$ cat src/rtl/fifo_sync_prog_pkg.sv
// Shared helpers for fifo_sync_prog: pointer width, threshold legality, count type.
// Latency: n/a (compile-time only).
// Backpressure: n/a.
package fifo_sync_pkg;

  // Depth exponent of the default configuration.
  localparam int DEFAULT_ADDR_BITS = 4;

  // One extra MSB lets the pointers tell "full" apart from "empty".
  function automatic int ptr_width(input int addr_bits);
    return addr_bits + 1;
  endfunction

  // almost_full threshold must be reachable and non-trivial: 1..DEPTH.
  function automatic bit af_thresh_ok(input int thresh, input int addr_bits);
    return (thresh >= 1) && (thresh <= (1 << addr_bits));
  endfunction

  // almost_empty threshold: 0..DEPTH-1.
  function automatic bit ae_thresh_ok(input int thresh, input int addr_bits);
    return (thresh >= 0) && (thresh <= (1 << addr_bits) - 1);
  endfunction

  // Occupancy type for the default configuration (0..DEPTH needs ADDR_BITS+1 bits).
  typedef logic [DEFAULT_ADDR_BITS:0] count_t;

endpackage

$ cat src/rtl/fifo_sync_prog_if.sv
// Producer/consumer bundle for fifo_sync_prog: write side, read side, status flags.
// Latency: none (wires only).
// Backpressure: producer watches fifo_full, consumer watches fifo_empty / rd_valid.
interface fifo_sync_prog_if #(
  parameter int DATA_WIDTH = 32,
  parameter int ADDR_BITS  = 4
);
  logic                  wr_en;
  logic [DATA_WIDTH-1:0] wr_data;
  logic                  rd_en;
  logic [DATA_WIDTH-1:0] rd_data;
  logic                  rd_valid;
  logic                  fifo_full;
  logic                  fifo_empty;
  logic                  almost_full;
  logic                  almost_empty;
  logic [ADDR_BITS:0]    count;
  logic                  overflow;
  logic                  underflow;

  modport master (
    output wr_en, wr_data, rd_en,
    input  rd_data, rd_valid, fifo_full, fifo_empty, almost_full, almost_empty,
           count, overflow, underflow
  );

  modport slave (
    input  wr_en, wr_data, rd_en,
    output rd_data, rd_valid, fifo_full, fifo_empty, almost_full, almost_empty,
           count, overflow, underflow
  );
endinterface

$ cat src/rtl/fifo_sync_ram.sv
// DEPTH x DATA_WIDTH storage: one synchronous write port, one asynchronous read port.
// Latency: write visible on read port the cycle after the write edge; read is combinational.
// Backpressure: none; the caller only writes when a slot is free.
module fifo_sync_ram #(
  parameter int DATA_WIDTH = 32,
  parameter int ADDR_BITS  = 4
) (
  input  logic                  clk_i,
  input  logic                  we,
  input  logic [ADDR_BITS-1:0]  waddr,
  input  logic [DATA_WIDTH-1:0] wdata,
  input  logic [ADDR_BITS-1:0]  raddr,
  output logic [DATA_WIDTH-1:0] rdata
);
  logic [DATA_WIDTH-1:0] mem [2**ADDR_BITS];

  // Storage is deliberately not reset; the pointers define what is valid.
  always_ff @(posedge clk_i) begin
    if (we) mem[waddr] <= wdata;
  end

  assign rdata = mem[raddr];
endmodule

$ cat src/rtl/fifo_sync_prog.sv
// Single-clock FIFO with count, programmable almost flags, std/FWFT read, flush, error pulses.
// Latency: std mode data 1 cycle after rd_en; FWFT head visible 1 cycle after the write edge.
// Backpressure: writes dropped while full, reads ignored while empty (overflow/underflow pulse).
// Optional: define FIFO_SYNC_PROG_WATERMARK_EN to add the max_count high-water output.
module fifo_sync_prog
  import fifo_sync_pkg::*;
#(
  parameter int DATA_WIDTH = 32,
  parameter int ADDR_BITS  = 4,
  parameter int FWFT       = 0,
  parameter int AF_THRESH  = (2**ADDR_BITS) - 2,
  parameter int AE_THRESH  = 1
) (
  input  logic               clk_i,
  input  logic               resetn_i,
  input  logic               clear_i,
  fifo_sync_prog_if.slave    bus
`ifdef FIFO_SYNC_PROG_WATERMARK_EN
  ,
  output logic [ADDR_BITS:0] max_count
`endif
);
  localparam int PTR_W = ptr_width(ADDR_BITS);
  typedef logic [PTR_W-1:0] ptr_t;

  if (!af_thresh_ok(AF_THRESH, ADDR_BITS)) begin : g_bad_af
    $error("fifo_sync_prog: AF_THRESH out of range 1..DEPTH");
  end
  if (!ae_thresh_ok(AE_THRESH, ADDR_BITS)) begin : g_bad_ae
    $error("fifo_sync_prog: AE_THRESH out of range 0..DEPTH-1");
  end

  ptr_t                  w_ptr, r_ptr, occ;
  logic                  wr_acc, rd_acc;
  logic [DATA_WIDTH-1:0] ram_rdata;

  // Flags and count come only from registered pointers.
  assign occ              = w_ptr - r_ptr;
  assign bus.count        = occ;
  assign bus.fifo_empty   = (w_ptr == r_ptr);
  assign bus.fifo_full    = (w_ptr[ADDR_BITS] != r_ptr[ADDR_BITS]) &&
                            (w_ptr[ADDR_BITS-1:0] == r_ptr[ADDR_BITS-1:0]);
  assign bus.almost_full  = (occ >= ptr_t'(AF_THRESH));
  assign bus.almost_empty = (occ <= ptr_t'(AE_THRESH));

  // No pass-through: a full FIFO refuses the write even if a read frees a slot this cycle.
  assign wr_acc = bus.wr_en && !bus.fifo_full;
  assign rd_acc = bus.rd_en && !bus.fifo_empty;

  fifo_sync_ram #(
    .DATA_WIDTH (DATA_WIDTH),
    .ADDR_BITS  (ADDR_BITS)
  ) u_ram (
    .clk_i (clk_i),
    .we    (wr_acc && !clear_i),
    .waddr (w_ptr[ADDR_BITS-1:0]),
    .wdata (bus.wr_data),
    .raddr (r_ptr[ADDR_BITS-1:0]),
    .rdata (ram_rdata)
  );

  // Pointer update; flush wins over any request in the same cycle.
  always_ff @(posedge clk_i or negedge resetn_i) begin
    if (!resetn_i) begin
      w_ptr <= '0;
      r_ptr <= '0;
    end else if (clear_i) begin
      w_ptr <= '0;
      r_ptr <= '0;
    end else begin
      if (wr_acc) w_ptr <= w_ptr + ptr_t'(1);
      if (rd_acc) r_ptr <= r_ptr + ptr_t'(1);
    end
  end

  // Error pulses are reported one cycle late and never change FIFO state.
  always_ff @(posedge clk_i or negedge resetn_i) begin
    if (!resetn_i) begin
      bus.overflow  <= 1'b0;
      bus.underflow <= 1'b0;
    end else if (clear_i) begin
      bus.overflow  <= 1'b0;
      bus.underflow <= 1'b0;
    end else begin
      bus.overflow  <= bus.wr_en && bus.fifo_full;
      bus.underflow <= bus.rd_en && bus.fifo_empty;
    end
  end

  if (FWFT != 0) begin : g_fwft
    // Head word presented directly from the RAM; zero while empty.
    assign bus.rd_valid = !bus.fifo_empty;
    assign bus.rd_data  = bus.fifo_empty ? '0 : ram_rdata;
  end else begin : g_std
    logic [DATA_WIDTH-1:0] rd_data_q;
    logic                  rd_valid_q;

    // Capture the popped word; rd_data holds until the next accepted read.
    always_ff @(posedge clk_i or negedge resetn_i) begin
      if (!resetn_i) begin
        rd_data_q  <= '0;
        rd_valid_q <= 1'b0;
      end else if (clear_i) begin
        rd_valid_q <= 1'b0;
      end else begin
        rd_valid_q <= rd_acc;
        if (rd_acc) rd_data_q <= ram_rdata;
      end
    end

    assign bus.rd_data  = rd_data_q;
    assign bus.rd_valid = rd_valid_q;
  end

`ifdef FIFO_SYNC_PROG_WATERMARK_EN
  // High-water mark of registered occupancy; lags count by one cycle.
  always_ff @(posedge clk_i or negedge resetn_i) begin
    if (!resetn_i) begin
      max_count <= '0;
    end else if (clear_i) begin
      max_count <= '0;
    end else if (occ > max_count) begin
      max_count <= occ;
    end
  end
`endif

endmodule

$ cat src/flat_wrapper.sv
// flat-port wrapper written by rule: the top's interface ports become plain ports
module fifo_sync_prog_flat import fifo_sync_pkg::*;
#(
  parameter int DATA_WIDTH = 32,
  parameter int ADDR_BITS  = 4,
  parameter int FWFT       = 0,
  parameter int AF_THRESH  = (2**ADDR_BITS) - 2,
  parameter int AE_THRESH  = 1
)
  (clk_i, resetn_i, clear_i, bus_wr_en, bus_wr_data, bus_rd_en, bus_rd_data, bus_rd_valid, bus_fifo_full, bus_fifo_empty, bus_almost_full, bus_almost_empty, bus_count, bus_overflow, bus_underflow);
  fifo_sync_prog_if #(.DATA_WIDTH(DATA_WIDTH), .ADDR_BITS(ADDR_BITS)) bus_i ();
  input  logic clk_i;
  input  logic resetn_i;
  input  logic clear_i;
  input wire logic [$bits(bus_i.wr_en)-1:0] bus_wr_en;
  input wire logic [$bits(bus_i.wr_data)-1:0] bus_wr_data;
  input wire logic [$bits(bus_i.rd_en)-1:0] bus_rd_en;
  output wire logic [$bits(bus_i.rd_data)-1:0] bus_rd_data;
  output wire logic [$bits(bus_i.rd_valid)-1:0] bus_rd_valid;
  output wire logic [$bits(bus_i.fifo_full)-1:0] bus_fifo_full;
  output wire logic [$bits(bus_i.fifo_empty)-1:0] bus_fifo_empty;
  output wire logic [$bits(bus_i.almost_full)-1:0] bus_almost_full;
  output wire logic [$bits(bus_i.almost_empty)-1:0] bus_almost_empty;
  output wire logic [$bits(bus_i.count)-1:0] bus_count;
  output wire logic [$bits(bus_i.overflow)-1:0] bus_overflow;
  output wire logic [$bits(bus_i.underflow)-1:0] bus_underflow;
  assign bus_i.wr_en = bus_wr_en;
  assign bus_i.wr_data = bus_wr_data;
  assign bus_i.rd_en = bus_rd_en;
  assign bus_rd_data = bus_i.rd_data;
  assign bus_rd_valid = bus_i.rd_valid;
  assign bus_fifo_full = bus_i.fifo_full;
  assign bus_fifo_empty = bus_i.fifo_empty;
  assign bus_almost_full = bus_i.almost_full;
  assign bus_almost_empty = bus_i.almost_empty;
  assign bus_count = bus_i.count;
  assign bus_overflow = bus_i.overflow;
  assign bus_underflow = bus_i.underflow;
  fifo_sync_prog #(.DATA_WIDTH(DATA_WIDTH), .ADDR_BITS(ADDR_BITS), .FWFT(FWFT), .AF_THRESH(AF_THRESH), .AE_THRESH(AE_THRESH)) u_core (.clk_i(clk_i), .resetn_i(resetn_i), .clear_i(clear_i), .bus(bus_i));
endmodule
$ cat config.mk
export PLATFORM = sky130hd
export DESIGN_NAME = fifo_sync_prog_flat
export DESIGN_NICKNAME = d
export VERILOG_FILES = /design/src/rtl/fifo_sync_prog_pkg.sv /design/src/rtl/fifo_sync_prog_if.sv /design/src/rtl/fifo_sync_ram.sv /design/src/rtl/fifo_sync_prog.sv /design/src/flat_wrapper.sv
export SDC_FILE = /design/constraint.sdc
export NUM_CORES = 1
export LEC_CHECK = 0
export CAP_MARGIN = 20
export CORE_AREA = 2 2 192 194
export DETAILED_ROUTE_END_ITERATION = 8
export DIE_AREA = 0 0 194 196
export PLACE_DENSITY = 0.78
export SYNTH_ARGS = -nofsm -noshare
export SYNTH_HDL_FRONTEND = slang
export SYNTH_HIERARCHICAL = 1
export SYNTH_SLANG_ARGS = --single-unit
$ cat constraint.sdc
create_clock -name clk_i -period 6.41 [get_ports clk_i]
set_clock_uncertainty 0.2 [all_clocks]
set_input_delay 0.641 -clock clk_i [delete_from_list [all_inputs] [get_ports clk_i]]
set_output_delay 0.641 -clock clk_i [all_outputs]
set_load 0.05 [all_outputs]
Word level (Yosys, flattened, before mapping)
Memory sizes are Yosys's and may differ from the RTL's. A register that Yosys moved wholly into a read port is not among the register bits.
Index checks and enable logic that the tools add are counted.
{"block": "op_classes", "magnitude_cmp": 2, "n_reduce_logical": 13, "bitwise_logic": 1, "eq_ne": 3, "n_mux": 9, "addsub": 3}
{"operator": "5-bit 2-to-1 mux", "count": 4}
{"operator": "5-bit by 1-bit adder with 5-bit output (second input constant)", "count": 2}
{"operator": "1-bit logical AND", "count": 6}
{"operator": "5-bit == test", "count": 1}
{"operator": "5-bit by 4-bit >= comparator with 1-bit output (second input constant)", "count": 1}
{"operator": "5-bit by 1-bit less-or-equal comparator with 1-bit output (second input constant)", "count": 1}
{"operator": "1-bit 2-to-1 mux", "count": 5}
{"operator": "5-bit subtractor", "count": 1}
{"operator": "4-bit == test", "count": 1}
{"operator": "1-bit logical NOT", "count": 4}
{"operator": "2-bit nonzero test", "count": 2}
{"operator": "2-bit AND reduction", "count": 1}
{"operator": "1-bit != test", "count": 1}
{"operator": "1-bit inverter", "count": 1}
{"block": "totals", "elab_cells": 37, "output_inout_bits": 44, "regBits": 13, "mem_count": 1, "mem_bits_rw": 512}
{"memory": "u_core.u_ram.mem", "depth": 16, "word_bits": 32, "rd": 1, "rd_clocked_by_memory_dff": 1, "wr": 1, "line": "fifo_sync_ram.sv:15", "rtl": "logic [DATA_WIDTH-1:0] mem [2**ADDR_BITS];"}

Logic depth before layout (Yosys ltp)
{"block": "logic_depth", "word_depth": 7, "mapped_depth": 8, "ltp_nobuf": 7}

Modules after synthesis
Netlist, hierarchy kept.
{"module": "fifo_sync_ram", "cells_each": 806, "n_inst": 1, "area_each_um2": 19213.4}
{"module": "fifo_sync_prog", "cells_each": 151, "n_inst": 1, "area_each_um2": 2149.6}

Worst setup path before layout
No wires, ideal clock.
{"block": "synth_path", "path_kind": "reg-to-reg", "start": "reg u_core.w_ptr[0]", "end": "mem u_core.u_ram.mem[0][0], enable pin", "n_path_buf": 0, "slack_ns": 1.552, "required_time_ns": 5.749, "stages_incl_launch_ff": 8, "t_arrival_ns": 4.197, "setup_ns": 0.461, "path_cell_list": "dfrtp_1 inv_1 ha_1 nand4_1 o21ai_0 nor2_1 or3b_2 nor3_1"}
{"block": "synth_between", "elab_chain_cells": 7}
{"element": "start: declaration", "line": "fifo_sync_prog.sv:33", "rtl": "ptr_t w_ptr, r_ptr, occ;"}
{"element": "start signal: assignment", "line": "fifo_sync_prog.sv:71", "rtl": "if (wr_acc) w_ptr <= w_ptr + ptr_t'(1);"}
{"element": "4-bit == test", "line": "fifo_sync_prog.sv:42", "rtl": "(w_ptr[ADDR_BITS-1:0] == r_ptr[ADDR_BITS-1:0]);"}
{"element": "1-bit logical AND", "line": "fifo_sync_prog.sv:41", "rtl": "assign bus.fifo_full = (w_ptr[ADDR_BITS] != r_ptr[ADDR_BITS]) &&"}
{"element": "1-bit logical NOT", "line": "fifo_sync_prog.sv:47", "rtl": "assign wr_acc = bus.wr_en && !bus.fifo_full;"}
{"element": "1-bit logical AND", "line": "fifo_sync_prog.sv:47"}
{"element": "1-bit logical AND", "line": "fifo_sync_prog.sv:55", "rtl": ".we (wr_acc && !clear_i),"}
{"element": "1-bit 2-to-1 mux", "line": "fifo_sync_ram.sv:19", "rtl": "if (we) mem[waddr] <= wdata;"}
{"element": "1-bit 2-to-1 mux (not written as such)", "line": "fifo_sync_ram.sv:19"}
{"element": "end: declaration", "line": "fifo_sync_ram.sv:15"}
Several ways; a longest one is shown, not always the timed one.

Final worst setup path
{"block": "layout_path", "start": "reg u_core.r_ptr[0]", "end": "out bus_almost_empty"}
{"block": "layout_between", "elab_chain_cells": 2}
{"element": "start: declaration", "line": "fifo_sync_prog.sv:33"}
{"element": "start signal: assignment", "line": "fifo_sync_prog.sv:72", "rtl": "if (rd_acc) r_ptr <= r_ptr + ptr_t'(1);"}
{"element": "5-bit subtractor", "line": "fifo_sync_prog.sv:38", "rtl": "assign occ = w_ptr - r_ptr;"}
{"element": "5-bit by 1-bit less-or-equal comparator with 1-bit output", "line": "fifo_sync_prog.sv:44", "rtl": "assign bus.almost_empty = (occ <= ptr_t'(AE_THRESH));"}
{"element": "end: declaration", "line": "flat_wrapper.sv:23", "rtl": "output wire logic [$bits(bus_i.almost_empty)-1:0] bus_almost_empty;"}
Every way passes these cells.

==> flow_metrics.py <==
metrics = {
    "outcome": {
        "outcome": "finished, violations left",
        "violations": "hold timing",
    },
    "placed_design": {
        "place_ws_ns": 2.13,
        "port_buffers": 80,
        "postPlaceCellArea_mm2": 0.0228,
        "dpl.hpwl_um": 22800,
        "gp_congestion": 0.751,
    },
    "worst_setup_path": {
        "critPathMaxFanout": 41,
        "cp_top_family": "buffers and inverters",
        "path_buf_inv": 1,
        "slowest_delay_ns": 0.85,
        "worstPathCellList": "ha_1, fa_1, nand2b_1, a21oi_1, xnor2_1, nor4_1, clkdlybuf4s50_1",
        "critPathSlowestCell": "clkdlybuf4s50_1",
        "path_depth": 7,
        "required_ns": 5.57,
        "cp-end-kind": "primary output",
        "critPathLaunchType": "register",
        "worstPathArrival_ns": 3.73,
        "critical_path_class": "register to primary output",
        "r2r.worst_path.cells": 6,
    },
    "die": {
        "dieArea_mm2": 0.0380,
        "num_rows": 70,
        "io_pins": 81,
        "die_height_um": 196,
        "core-area_mm2": 0.0361,
        "fp.dieW_um": 194,
        "start_util_pct": 59.2,
    },
    "grt": {
        "antenna_found_initial": 0,
        "grt_pass1_wl_um": 65900,
        "grt_pass1_vias": 10527,
        "grt_start_max_net_pins": 93,
        "overflow": 0,
        "grt_usage_pct": 23.3,
    },
    "route": {
        "route.vias.total": 10003,
        "dr.pass1.iters": 5,
        "vias_per_cell": 6.34,
        "drc_errors": 0,
        "antenna_left": 0,
        "wl_per_cell_um": 28.0,
        "drtIter0Drc": 1061,
        "routed_wl_um": 44200,
    },
    "layout": {
        "fin_util_pct": 68.6,
        "design_area_mm2": 0.0248,
        "fin_nets": 1109,
        "antennaDiodeCount": 0,
        "area_delta_synth_final_pct": 16.0,
        "drive_gt1_share_pct": 26.0,
    },
    "synth": {
        "syn_area_mm2": 0.0214,
        "yosysSeqAreaShare_pct": 77.2,
        "yosysTopAreaCell": "edfxtp_1",
        "syn_nets": 1001,
        "synth_top_area_share_pct": 72.0,
        "synthFlopType": "edfxtp_1",
        "synth_edf_count": 512,
        "ys_seq_elements": 557,
        "yosys-top-cells-count": "edfxtp_1, mux4_2, a22oi_1",
        "yosys_warnings": 6,
        "post_synth_num_cell_types": 41,
        "yosys-top-cells-area": "edfxtp_1, mux4_2, dfrtp_1",
        "syn_inst": 957,
        "yosysMostFrequentCell": "edfxtp_1",
        "ys_async_sr_fraction_pct": 8.08,
        "synth_area_per_cell_um2": 22.3,
    },
    "timing": {
        "report.final.slew_viol_count": 0,
        "rsz0062_at_grt": "false",
        "setup_viol": 0,
        "fmaxAchievable_ghz": 0.219,
        "finalHoldViolations": 13,
        "setup_tns_ns": 0,
        "fin_crit_sh_pct": 71.3,
        "finalCriticalPeriod_ns": 4.57,
        "hold_ws_ns": -0.0152,
        "relSlewSlack_pct": 26.1,
        "tightestPinTransition_ns": 1.11,
        "setup_slack_ns": 1.84,
    },
    "pwr": {
        "powerDensity_mw_per_mm2": 371,
        "design_power_total_mw": 9.18,
        "p_leak_nw": 7.98,
        "peakVddDrop_v": 0.000379,
    },
    "clock_network": {
        "cts_tree": "done",
        "clk_pin_slew_ns": 0.06,
        "cts_buffer_depth": 3,
        "cts-buffers-inserted": 54,
        "clkLatencyLatePin_ns": 0.58,
        "cts_hold_buf": 0,
        "ctsResizeCount": 0,
        "postCtsSetupRepairBufs": 0,
        "htreeDepth": 2,
        "root_buffer": "clkbuf_16",
        "clock-sinks": 557,
    },
    "run": {
        "max_cap_violations": 0,
    },
    "hold_path": {
        "hold_class": "input pin to async pin",
    },
}
final timing paths:
kind / from / slack (ns) / to
min in group clk_i: u_core/bus.rd_data[6] / 0.31 / u_core/bus.rd_data[6]
worst min-delay path: resetn_i / -0.02 / u_core/bus.rd_data[25]
max in group asynchronous: resetn_i / 5.48 / u_core/r_ptr[0]
worst max-delay path: u_core/r_ptr[0] / 1.84 / bus_almost_empty
worst min register to register: u_core/bus.rd_data[6] / 0.31 / u_core/bus.rd_data[6]
worst max register to register: u_core/r_ptr[0] / 2.05 / u_core/u_ram/mem[1][12]
flip-flops by register name (all words and copies together) (netlist names):
register	cells
u_core/u_ram/mem	512
u_core/bus.rd_data	32
u_core/r_ptr	5
u_core/w_ptr	5
u_core/bus.overflow	1
u_core/bus.rd_valid	1
u_core/bus.underflow	1
cells in the final DEF (no fill, tap or decap), types with 14 or more instances in the layout:
master / Yosys / layout
dfrtp_1: 45 / 43
mux2_4: 29 / 29
clkbuf_16: 0 / 55
a22oi_1: 64 / 64
nor2_1: 27 / 14
edfxtp_1: 512 / 512
mux4_2: 128 / 128
clkbuf_1: 18 / 18
clkdlybuf4s50_1: 0 / 79
nand2_1: 33 / 33
cell type report:
type / count / area, um2
Timing Repair Buffer: 100 / 1140
Tap cell: 468 / 586
Clock inverter: 19 / 274
Fill cell: 2164 / 11300
Sequential cell: 557 / 16500
Clock buffer: 82 / 1570
Inverter: 9 / 33.8
Multi-Input combinational cell: 343 / 4660
metal layers:
layer	up-vias	part of all wire, %	GRT usage (%)
li1	4213	-	-
met5	-	0	0
met4	0	1.8	5.86
met3	60	6.0	3.51
met2	387	52	39.9
met1	5343	40	32.0
through the flow:
stage               std cells  hold WS (ns)
finish                   1578       -0.0152
global route             1578        0.0343
CTS                      1574       0.00369
detailed placement       1473         0.294
global placement         1468         0.291
floorplan                 957         0.145
where the power goes:
part | internal [mW] | switching (mW) | leakage [nW]
Clock | 1.97 | 1.29 | 0.902
Combinational | 0.754 | 0.933 | 1.91
Sequential | 4.10 | 0.133 | 5.17
kinds of logic after synthesis:
group,after synthesis,share of synthesized area (%)
xor+xnor,12,0.527
mux,162,15.8
fa+ha+maj,7,0.445
simple gates,86,1.85
flops,557,77.2
compound gates,76,2.61
buf+inv,57,1.55
Note: power is estimated with default switching activity, not from simulation.
